$ cat config.mk
export PLATFORM = sky130hd
export DESIGN_NAME = score_tally_flat
export DESIGN_NICKNAME = d
export VERILOG_FILES = /design/src/rtl/score_tally_if.sv /design/src/rtl/score_tally.sv /design/src/flat_wrapper.sv
export SDC_FILE = /design/constraint.sdc
export NUM_CORES = 1
export LEC_CHECK = 0
export CAP_MARGIN = 25
export CORE_ASPECT_RATIO = 1.2
export CORE_UTILIZATION = 37
export CTS_BUF_LIST = sky130_fd_sc_hd__clkbuf_4 sky130_fd_sc_hd__clkbuf_8
export CTS_CLUSTER_SIZE = 24
export DETAILED_ROUTE_END_ITERATION = 7
export PLACE_DENSITY = 0.6
export SYNTH_ARGS = -nofsm -noshare
export SYNTH_HDL_FRONTEND = slang
export SYNTH_SLANG_ARGS = --single-unit
$ cat constraint.sdc
create_clock -name frame_clk -period 8.9 [get_ports frame_clk]
set_clock_uncertainty 0.1 [all_clocks]
set_input_delay 0.89 -clock frame_clk [delete_from_list [all_inputs] [get_ports frame_clk]]
set_output_delay 0.89 -clock frame_clk [all_outputs]
set_load 0.03 [all_outputs]
$ cat src/rtl/score_tally_if.sv
// score_tally_if: keycode/lane inputs and score readout outputs of the scoring stage
interface score_tally_if #(parameter int N_LANES = 64);
  logic [7:0] keycode;
  logic [N_LANES-1:0] score_vec;
  logic [13:0] total_score;
  logic [7:0] hit_count;
  logic [6:0] pending_cnt;
  logic [15:0] bcd_digits;
  logic bcd_busy;
  logic playing;
  modport master(output keycode, score_vec, input total_score, hit_count, pending_cnt, bcd_digits, bcd_busy, playing);
  modport slave(input keycode, score_vec, output total_score, hit_count, pending_cnt, bcd_digits, bcd_busy, playing);
endinterface

$ cat src/rtl/score_tally.sv
// score_tally: counts each dropper hit once into a saturating total/hit count; BCD readout built only with SCORE_TALLY_BCD_EN
module score_tally #(
  parameter int N_LANES = 64,
  parameter int POINTS = 10,
  parameter int SCORE_MAX = 9999
) (
  input logic frame_clk,
  input logic Reset,
  score_tally_if.slave bus
);
  typedef enum logic {IDLE, PLAY} mode_t;
  mode_t mode_q, mode_d;
  logic [N_LANES-1:0] prev_q, pending_q, pending_d, new_hit, svc;
  logic [13:0] total_q, total_d;
  logic [7:0] hits_q, hits_d;
  logic [6:0] pcnt_q, pcnt_d;
  logic [14:0] total_sum;
  logic play, restart, serve;
  assign play = mode_q == PLAY;
  assign restart = play && bus.keycode == 8'h01;
  assign serve = play && |pending_q;
  assign new_hit = play ? bus.score_vec & ~prev_q : '0;
  assign svc = pending_q & -pending_q;
  assign total_sum = {1'b0, total_q} + 15'(POINTS);
  always_comb begin
    mode_d = restart ? IDLE : (!play && bus.keycode == 8'h2C) ? PLAY : mode_q;
    pending_d = restart ? '0 : (pending_q & ~svc) | new_hit;
    total_d = restart ? '0 : !serve ? total_q : total_sum > 15'(SCORE_MAX) ? 14'(SCORE_MAX) : total_sum[13:0];
    hits_d = restart ? '0 : (serve && hits_q != 8'hFF) ? hits_q + 8'd1 : hits_q;
    pcnt_d = '0;
    for (int i = 0; i < N_LANES; i++) pcnt_d += 7'(pending_d[i]);
  end
  always_ff @(posedge frame_clk) begin
    if (Reset) begin
      mode_q <= IDLE;
      prev_q <= '0;
      pending_q <= '0;
      total_q <= '0;
      hits_q <= '0;
      pcnt_q <= '0;
    end else begin
      mode_q <= mode_d;
      prev_q <= bus.score_vec;
      pending_q <= pending_d;
      total_q <= total_d;
      hits_q <= hits_d;
      pcnt_q <= pcnt_d;
    end
  end
  assign bus.total_score = total_q;
  assign bus.hit_count = hits_q;
  assign bus.pending_cnt = pcnt_q;
  assign bus.playing = play;
`ifdef SCORE_TALLY_BCD_EN
  typedef enum logic [1:0] {B_IDLE, B_SHIFT, B_DONE} bstate_t;
  bstate_t bst_q, bst_d;
  logic dirty_q, dirty_d;
  logic [13:0] bin_q, bin_d;
  logic [15:0] scr_q, scr_d, adj, digits_q, digits_d;
  logic [3:0] cnt_q, cnt_d;
  always_comb begin
    adj = scr_q;
    for (int i = 0; i < 4; i++) if (scr_q[4*i +: 4] >= 4'd5) adj[4*i +: 4] = scr_q[4*i +: 4] + 4'd3;
    bst_d = bst_q;
    dirty_d = dirty_q | (total_d != total_q);
    bin_d = bin_q;
    scr_d = scr_q;
    cnt_d = cnt_q;
    digits_d = digits_q;
    // restart zeroes the readout directly and drops any conversion in flight
    if (restart) begin
      bst_d = B_IDLE;
      dirty_d = 1'b0;
      digits_d = '0;
    end else begin
      case (bst_q)
        B_IDLE: if (dirty_q) begin
          bst_d = B_SHIFT;
          dirty_d = total_d != total_q;
          bin_d = total_q;
          scr_d = '0;
          cnt_d = '0;
        end
        B_SHIFT: begin
          {scr_d, bin_d} = {adj, bin_q} << 1;
          cnt_d = cnt_q + 4'd1;
          bst_d = cnt_q == 4'd13 ? B_DONE : B_SHIFT;
        end
        B_DONE: begin
          digits_d = scr_q;
          bst_d = B_IDLE;
        end
        default: bst_d = B_IDLE;
      endcase
    end
  end
  always_ff @(posedge frame_clk) begin
    if (Reset) begin
      bst_q <= B_IDLE;
      dirty_q <= 1'b0;
      bin_q <= '0;
      scr_q <= '0;
      cnt_q <= '0;
      digits_q <= '0;
    end else begin
      bst_q <= bst_d;
      dirty_q <= dirty_d;
      bin_q <= bin_d;
      scr_q <= scr_d;
      cnt_q <= cnt_d;
      digits_q <= digits_d;
    end
  end
  assign bus.bcd_digits = digits_q;
  assign bus.bcd_busy = bst_q != B_IDLE;
`else
  assign bus.bcd_digits = '0;
  assign bus.bcd_busy = 1'b0;
`endif
endmodule

$ cat src/flat_wrapper.sv
// flat-port wrapper written by rule: the top's interface ports become plain ports
module score_tally_flat 
#(
  parameter int N_LANES = 64,
  parameter int POINTS = 10,
  parameter int SCORE_MAX = 9999
)
  (frame_clk, Reset, bus_keycode, bus_score_vec, bus_total_score, bus_hit_count, bus_pending_cnt, bus_bcd_digits, bus_bcd_busy, bus_playing);
  score_tally_if #(.N_LANES(N_LANES)) bus_i ();
  input logic frame_clk;
  input logic Reset;
  input wire logic [$bits(bus_i.keycode)-1:0] bus_keycode;
  input wire logic [$bits(bus_i.score_vec)-1:0] bus_score_vec;
  output wire logic [$bits(bus_i.total_score)-1:0] bus_total_score;
  output wire logic [$bits(bus_i.hit_count)-1:0] bus_hit_count;
  output wire logic [$bits(bus_i.pending_cnt)-1:0] bus_pending_cnt;
  output wire logic [$bits(bus_i.bcd_digits)-1:0] bus_bcd_digits;
  output wire logic [$bits(bus_i.bcd_busy)-1:0] bus_bcd_busy;
  output wire logic [$bits(bus_i.playing)-1:0] bus_playing;
  assign bus_i.keycode = bus_keycode;
  assign bus_i.score_vec = bus_score_vec;
  assign bus_total_score = bus_i.total_score;
  assign bus_hit_count = bus_i.hit_count;
  assign bus_pending_cnt = bus_i.pending_cnt;
  assign bus_bcd_digits = bus_i.bcd_digits;
  assign bus_bcd_busy = bus_i.bcd_busy;
  assign bus_playing = bus_i.playing;
  score_tally #(.N_LANES(N_LANES), .POINTS(POINTS), .SCORE_MAX(SCORE_MAX)) u_core (.frame_clk(frame_clk), .Reset(Reset), .bus(bus_i));
endmodule
Word-level counts from Yosys, hierarchy flattened
Index checks and enable logic that the tools add are counted.
{"block": "op_classes", "addsub": 66, "n_lt_le_gt_ge": 1, "eq_ne": 3, "n_mux": 3, "bitwise": 6, "n_reduce_logical": 7}
{"cell": "7-bit by 1-bit adder with 7-bit output", "count": 62}
{"cell": "64-bit bitwise AND", "count": 3}
{"cell": "64-bit two-way mux", "count": 2}
{"cell": "64-bit inverter", "count": 2}
{"cell": "64-bit negation", "count": 1}
{"cell": "64-bit OR", "count": 1}
{"cell": "64-bit OR reduction", "count": 1}
{"cell": "14-bit by 4-bit adder with 15-bit output (second input constant)", "count": 1}
{"cell": "15-bit by 14-bit > comparator with 1-bit output (second input constant)", "count": 1}
{"cell": "14-bit two-way mux", "count": 1}
{"cell": "8-bit by 1-bit adder with 8-bit output (second input constant)", "count": 1}
{"cell": "8-bit by 1-bit equality test with 1-bit output (second input constant)", "count": 1}
{"cell": "8-bit by 6-bit equality test with 1-bit output (second input constant)", "count": 1}
{"cell": "8-bit inequality test (second input constant)", "count": 1}
{"cell": "1-bit logical AND", "count": 4}
{"cell": "1-bit by 1-bit adder with 2-bit output", "count": 1}
{"cell": "2-bit OR reduction", "count": 1}
{"cell": "1-bit logical NOT", "count": 1}
{"block": "word_totals", "regBits": 158, "in_bits": 74}

Logic depth before layout (Yosys ltp)
Gate-level depths: netlist (run 1).
{"block": "logic_depth", "depth_word": 69, "ltp_mapped": 31, "depth_no_buf": 29}

Worst setup path after synthesis (run 1)
OpenSTA, ideal clock, no wires.
{"block": "synth_path", "kind": "input-to-reg", "from": "input port bus_keycode[1]", "to": "register u_core.pcnt_q[5], in the netlist u_core.bus.pending_cnt[5]", "arrival_time_ns": 7.682, "required_ns": 8.672, "path_slack_ns": 0.990, "path_stages": 26, "path_buffers": 2, "cell_sequence": "nor4_1 -> and3_1 -> clkbuf_1 -> buf_1 -> nor2_1 -> ha_1 -> inv_1 -> fa_1 -> inv_1 -> fa_1 -> fa_1 -> fa_1 -> fa_1 -> fa_1 -> fa_1 -> inv_1 -> fa_1 -> inv_1 -> ha_1 -> nor2b_1 -> o21ai_0 -> nand2b_1 -> a21o_1 -> a21oi_1 -> xor2_1 -> nor2_1"}
{"block": "synth_via", "elab_chain_cells": 66}
{"element": "start: declaration", "line_no": "flat_wrapper.sv:12", "rtl": "input wire logic [$bits(bus_i.keycode)-1:0] bus_keycode;"}
{"element": "8-bit by 1-bit equality test with 1-bit output", "line_no": "score_tally.sv:20", "rtl": "assign restart = play && bus.keycode == 8'h01;"}
{"element": "1-bit logical AND", "line_no": "score_tally.sv:20"}
{"element": "64-bit two-way mux", "line_no": "score_tally.sv:27", "rtl": "pending_d = restart ? '0 : (pending_q & ~svc) | new_hit;"}
{"element": "named net u_core.pending_d[0]", "line_no": "score_tally.sv:13", "rtl": "logic [N_LANES-1:0] prev_q, pending_q, pending_d, new_hit, svc;"}
{"element": "1-bit by 1-bit adder with 2-bit output", "line_no": "score_tally.sv:31", "rtl": "for (int i = 0; i < N_LANES; i++) pcnt_d += 7'(pending_d[i]);"}
{"element": "7-bit by 1-bit adder with 7-bit output (62 in series)", "line_no": "score_tally.sv:31"}
{"element": "end signal: assignment", "line_no": "score_tally.sv:47", "rtl": "pcnt_q <= pcnt_d;"}
{"element": "end: declaration", "line_no": "score_tally.sv:16", "rtl": "logic [6:0] pcnt_q, pcnt_d;"}
The timed path passes the listed nets, and every way through them passes these cells.
A chain may end at the register's enable or synchronous reset.

Worst setup path in the final report (run 1)
{"block": "layout_path", "from": "register u_core.pending_q[23]", "to": "register u_core.pcnt_q[5], in the netlist u_core.bus.pending_cnt[5]"}
{"block": "layout_via", "word_cells_on_any_way": 47}
{"element": "start: declaration", "line_no": "score_tally.sv:13"}
{"element": "start signal: assignment", "line_no": "score_tally.sv:44", "rtl": "pending_q <= pending_d;"}
{"element": "64-bit negation", "line_no": "score_tally.sv:23", "rtl": "assign svc = pending_q & -pending_q;"}
{"element": "64-bit bitwise AND", "line_no": "score_tally.sv:23"}
{"element": "64-bit inverter", "line_no": "score_tally.sv:27"}
{"element": "64-bit bitwise AND", "line_no": "score_tally.sv:27"}
{"element": "64-bit OR", "line_no": "score_tally.sv:27"}
{"element": "64-bit two-way mux", "line_no": "score_tally.sv:27"}
{"element": "named net u_core.pending_d[58]", "line_no": "score_tally.sv:13"}
{"element": "7-bit by 1-bit adder with 7-bit output (6 in series)", "line_no": "score_tally.sv:31"}
The timed path passes the listed nets, and every way through them passes these cells.

==> impl_metrics.json, run 1 <==
{
  "fp.dieW_microns": 138,
  "vias_per_cell": 4.98,
  "slew-limit-headroom": 0.324,
  "worst_slack_ns": 0.540,
  "required_ns": 9.11,
  "fmax_ghz": 0.120,
  "dr_wl_met3_microns": 763,
  "grt_use_total": 0.175,
  "post-route-util": 0.452,
  "drv_cap": 0,
  "worst_slew_pin_slew_ns": 1.01,
  "fin_tns_setup_ns": 0,
  "rsz0062_at_grt": "no",
  "power_leakage_nw": 4.24,
  "peakVddDrop_mv": 0.0960,
  "hold_path.class": "register to register",
  "hp-start": "u_core.pending_q[52]",
  "worstSetupStartpointType": "register",
  "yosys.cell_count.top_type": "dfxtp_1",
  "setup_viol": 0,
  "violations": "design-rule violations",
  "die_h_microns": 166,
  "cts_hold_buf": 0,
  "syn_area_sq_um": 8260,
  "reg2regPathDepth": 27,
  "route.met2.wl_microns": 9430,
  "portBuffers": 103,
  "syn_inst": 902,
  "grt_pass1_wl_microns": 31600,
  "synth_top_area_cell": "dfxtp_1",
  "drt_iter0_markers": 325,
  "r2r-start": "u_core.pending_q[23]",
  "finalMaxSlewViolations": 0,
  "crit_start": "u_core.pending_q[23]",
  "synth_common_cells": "158 x dfxtp_1, 86 x inv_1, 78 x nor2_1",
  "ant_nets": 0,
  "fillCellCount": 2133,
  "overflow": 0,
  "yosys-top-cells-area": "dfxtp_1 38%, fa_1 13%, nor2b_1 5.2%, inv_1 3.9%, nor2_1 3.5%",
  "r2r_end": "u_core.bus.pending_cnt[5]",
  "nNetsFinal": 1134,
  "cts.path.max_buffers": 2,
  "num_rows": 59,
  "ys_seq_area_frac": 0.383,
  "finalHoldViolCount": 0,
  "diodes": 0,
  "synth_top_area_frac": 0.383,
  "yosysWarnings": 0,
  "pre_cts_ws_ns": 0.511,
  "core_sq_um": 21800,
  "wl_met1_microns": 8830,
  "grt_max_degree": 74,
  "drive_gt1_frac": 0.0552,
  "ys_ff_latch": 158,
  "synth_async_sr_flop_share": 0,
  "powerDensity_nw_per_um2": 141,
  "cts_resized": 0,
  "fp.dieArea_sq_um": 22900,
  "via_count": 6327,
  "postCtsSetupRepairBufs": 0,
  "synth-edff-count": 0,
  "fin_crit_sh": 0.939,
  "total_power_mw": 1.39,
  "clk_latency_ns": 0.46,
  "ys_types": 62,
  "avgSynthCellArea_sq_um": 9.16,
  "top_layer": "met4",
  "drc_errors": 6,
  "dp_hpwl_microns": 14400,
  "routed_wl_microns": 19400,
  "r2r_slack_ns": 0.54,
  "status": "complete, but fails checks",
  "initial_core_util": 0.379,
  "holdPathStages": 2,
  "grt_pass1_vias": 6166,
  "cp.arrival_ns": 8.57,
  "place_congestion": 0.827,
  "root_buffer": "clkbuf_8",
  "firstDrtPassIters": 7,
  "final.min_clock_period_ns": 8.36,
  "synthToLayoutAreaGrowth_pct": 19.3,
  "cts.sinks": 158,
  "cts_max_level": 4,
  "crit_type": "register to register",
  "io_pins": 121,
  "tritoncts": "done",
  "ys.flop_type": "dfxtp_1",
  "post_drt_wl_per_cell_microns": 15.3,
  "antenna_found_initial": 0,
  "holdWs_ns": 0.394,
  "hold_end": "u_core.pending_q[52]",
  "crit_fanout": 6,
  "cts_buffers": 17,
  "endpoint_kind": "register",
  "clk_pin_slew_ns": 0.08
}
## final cells by class
class | count | area, sq um | area share
clock inverter | 7 | 114 | 0.0116
sequential | 158 | 3160 | 0.321
multi-input combinational | 611 | 4520 | 0.459
inverter | 86 | 323 | 0.0328
timing repair buffer | 113 | 1100 | 0.112
clock buffer | 21 | 283 | 0.0287
tap | 274 | 343 | 0.0348
## through the flow
| step | cells | instance area, sq um |
|---|---|---|
| after floorplan | 918 | 8320 |
| after global placement | 1242 | 9460 |
| after detailed placement | 1242 | 9460 |
| after CTS | 1270 | 9850 |
| after global routing | 1270 | 9850 |
| final | 1270 | 9850 |
## placed cells by master, fill, tap and decap left out, types with 17 or more instances in the layout
master           netlist  layout
dfxtp_1              158     157
clkdlybuf4s50_1        0     102
inv_1                 86      86
nor2_1                78      78
nor2b_1               69      69
nand2_1               67      67
fa_1                  54      54
a21oi_1               43      43
nand3b_1              29      29
o21ai_0               28      28
clkbuf_8               0      20
a32oi_1               19      19
ha_1                  19      19
and2_1                17      17
conb_1                 1      17
## registers in the layout, indices dropped and copies added (netlist names)
| name | flops |
|---|---|
| u_core.bus.hit_count | 8 |
| u_core.pending_q | 64 |
| u_core.bus.total_score | 14 |
| u_core.bus.pending_cnt | 7 |
| u_core.prev_q | 64 |
| u_core.bus.playing | 1 |
## kinds of logic (layout without fill, tap and decap cells)
family | after synthesis | after routing | share of synthesized area
AO/OA/AOI/OAI | 156 | 156 | 0.131
AND/OR/NAND/NOR | 352 | 352 | 0.235
multiplexers | 2 | 2 | 0.00242
other | 1 | 17 | 0.000454
buffers and inverters | 149 | 227 | 0.0768
flip-flops | 158 | 158 | 0.383
adder cells (fa/ha/maj) | 73 | 73 | 0.160
XOR/XNOR | 11 | 11 | 0.0117
## critical path: stages, from the launching register on
cell,delay (ns)
dfxtp_1,0.32
or4_1,0.58
nor3_1,0.39
nand3_1,0.36
or4_1,0.63
o21a_1,0.20
a31oi_1,0.21
nor2_1,0.09
fa_1,0.48
inv_1,0.05
fa_1,0.48
inv_1,0.06
fa_1,0.45
fa_1,0.39
fa_1,0.52
fa_1,0.44
fa_1,0.54
inv_1,0.06
fa_1,0.60
inv_1,0.06
ha_1,0.28
nor2b_1,0.12
o21ai_0,0.14
nand2b_1,0.10
a21o_1,0.18
a21oi_1,0.17
xor2_1,0.18
nor2_1,0.05
## how the worst max path moves through the flow
| stage | slack (ns) | endpoint | cells past startpoint |
|---|---|---|---|
| after global routing | 0.09 | u_core.bus.pending_cnt[5] | 27 |
| final | 0.54 | u_core.bus.pending_cnt[5] | 27 |
| after CTS | 0.49 | u_core.bus.pending_cnt[5] | 27 |
| after detailed placement | 0.51 | u_core.bus.pending_cnt[5] | 27 |
| after global placement | 0.65 | u_core.bus.pending_cnt[5] | 27 |
| after floorplan | 0.99 | u_core.bus.pending_cnt[5] | 26 |
## where the power goes
| group | leakage [nW] | internal (mW) | switching, mW |
|---|---|---|---|
| registers | 1.29 | 0.724 | 0.00913 |
| logic | 2.74 | 0.0530 | 0.0537 |
| clock network | 0.207 | 0.296 | 0.253 |
| total | 4.24 | 1.07 | 0.316 |
## metal layers
| layer | up-vias | GRT usage |
|---|---|---|
| li1 | 3179 | - |
| met1 | 3010 | 0.216 |
| met2 | 121 | 0.297 |
| met3 | 17 | 0.0376 |
| met4 | 0 | 0.0674 |
| met5 | - | 0 |
Note: power is estimated with default switching activity, not from simulation.
==> run 2, diff against run 1 <==
- CAP_MARGIN: 25 -> 20
- CELL_PAD_IN_SITES_DETAIL_PLACEMENT: default -> 1
- CELL_PAD_IN_SITES_GLOBAL_PLACEMENT: default -> 2
- CORE_UTILIZATION: 37 -> 35
- PLACE_DENSITY: 0.6 -> 0.85
- REMOVE_ABC_BUFFERS: default -> 1
==> impl_metrics.json, run 2 (synthesis gave the netlist of run 1 again) <==
{
  "status": "finished clean",
  "powerDensity_nw_per_um2": 151,
  "drt_iter0_markers": 165,
  "drv_cap": 0,
  "grt_use_total": 0.187,
  "drive_gt1_frac": 0.0581,
  "crit_type": "register to register",
  "cts_resized": 0,
  "final.min_clock_period_ns": 8.42,
  "finalHoldViolCount": 0,
  "portBuffers": 103,
  "cp.arrival_ns": 8.72,
  "firstDrtPassIters": 4,
  "power_leakage_nw": 4.28,
  "rsz0062_at_grt": "no",
  "dp_hpwl_microns": 15900,
  "worst_slack_ns": 0.476,
  "place_congestion": 0.769,
  "routed_wl_microns": 21300,
  "fmax_ghz": 0.119,
  "die_h_microns": 170,
  "initial_core_util": 0.356,
  "required_ns": 9.19,
  "holdPathStages": 2,
  "fp.dieArea_sq_um": 24200,
  "cts.sinks": 158,
  "r2r-start": "u_core.pending_q[37]",
  "r2r_end": "u_core.bus.pending_cnt[6]",
  "nNetsFinal": 1134,
  "stdcell_area_sq_um": 10000,
  "finalMaxSlewViolations": 0,
  "clk_latency_ns": 0.46,
  "endpoint_kind": "register",
  "cts.path.max_buffers": 2,
  "reg2regPathDepth": 26,
  "fin_tns_setup_ns": 0,
  "hold_end": "u_core.pending_q[52]",
  "clk_pin_slew_ns": 0.08,
  "vias_per_cell": 4.95,
  "grt_pass1_wl_microns": 34900,
  "post_drt_wl_per_cell_microns": 16.2,
  "most-common-layout-cells": "157 x dfxtp_1, 102 x clkdlybuf4s50_1, 86 x inv_1",
  "grt_pass1_vias": 6842,
  "placed_area_sq_um": 9510,
  "worst_slew_pin_slew_ns": 1.09,
  "tritoncts": "done",
  "ant_nets": 0,
  "worstSetupStartpointType": "register",
  "r2r_slack_ns": 0.48,
  "cts_max_level": 4,
  "total_power_mw": 1.51,
  "layout_commonest_cell": "dfxtp_1",
  "diodes": 0,
  "via_count": 6501,
  "synthToLayoutAreaGrowth_pct": 21.2,
  "hold_path.class": "register to register",
  "fin_crit_sh": 0.947,
  "drc_errors": 0,
  "setup_viol": 0,
  "cts_hold_buf": 0,
  "fp.dieW_microns": 142,
  "num_rows": 61,
  "postCtsSetupRepairBufs": 0,
  "overflow": 0,
  "pre_cts_ws_ns": 0.464,
  "io_pins": 121,
  "antenna_found_initial": 0,
  "crit_fanout": 6,
  "root_buffer": "clkbuf_8",
  "slew-limit-headroom": 0.268,
  "hp-start": "u_core.pending_q[52]",
  "peakVddDrop_mv": 0.106,
  "core_sq_um": 23200,
  "cts_buffers": 17,
  "grt_max_degree": 46
}
==> run 2: cell types whose count changed in the layout (fill, tap and decap cells not counted), sizes merged <==
cell      change
clkbuf        +1
clkinv        -2
clkinvlp      +1
bufinv        +3
==> run 2: worst max-delay path by stage <==
stage                    startpoint                   endpoint  slack, ns
3_3_place_gp         bus_keycode[1]  u_core.bus.pending_cnt[5]       0.62
3_5_place_dp         bus_keycode[1]  u_core.bus.pending_cnt[5]       0.46
5_1_grt        u_core.pending_q[43]  u_core.bus.pending_cnt[6]       0.04
6_report       u_core.pending_q[37]  u_core.bus.pending_cnt[6]       0.48
2_1_floorplan    u_core.bus.playing  u_core.bus.pending_cnt[5]       0.33
4_1_cts        u_core.pending_q[39]  u_core.bus.pending_cnt[6]       0.45
==> run 2: critical path, stage by stage, from the launching register on <==
cell	delay, ns
dfxtp_1	0.34
nor4_2	0.45
nand4_1	0.28
or4_1	0.66
or4_1	0.53
o21a_1	0.20
a31oi_1	0.21
nor2_1	0.10
fa_1	0.50
inv_1	0.05
fa_1	0.47
inv_1	0.06
fa_1	0.44
fa_1	0.52
fa_1	0.43
fa_1	0.51
inv_1	0.05
fa_1	0.49
fa_1	0.44
fa_1	0.44
fa_1	0.40
nor2b_1	0.17
o21ai_0	0.11
nand2b_1	0.11
a21o_1	0.12
a21oi_1	0.07
nor2_1	0.08
==> run 2: stage by stage <==
step / util / hold slack [ns] / cells
global route: 0.431 / 0.433 / 1314
global placement: 0.410 / 0.376 / 1283
floorplan: - / 0.359 / 855
finish: 0.431 / 0.398 / 1314
detailed placement: 0.410 / 0.388 / 1283
CTS: 0.431 / 0.404 / 1314
==> run 2: power breakdown <==
part	switching, mW	internal [mW]
clock network	0.272	0.395
logic	0.0544	0.0532
registers	0.00931	0.724
total	0.335	1.17
==> run 2: per-layer routing <==
| layer | track usage | part of all wire |
|---|---|---|
| met5 | 0 | 0 |
| met4 | 0.0533 | 0.014 |
| met3 | 0.0374 | 0.032 |
| met2 | 0.338 | 0.51 |
| met1 | 0.222 | 0.44 |
==> run 2: layout make-up <==
class / instances / area (sq um)
Clock buffer: 22 / 297
Clock inverter: 9 / 205
Fill cell: 2697 / 13200
Inverter: 86 / 323
Multi-Input combinational cell: 611 / 4520
Sequential cell: 158 / 3160
Tap cell: 315 / 394
Timing Repair Buffer: 113 / 1100
==> run 3, diff against run 2 <==
- TNS_END_PERCENT: default -> 30
==> results of run 3 <==
Same layout as run 2: the final DEF is identical, and so are final timing and power.
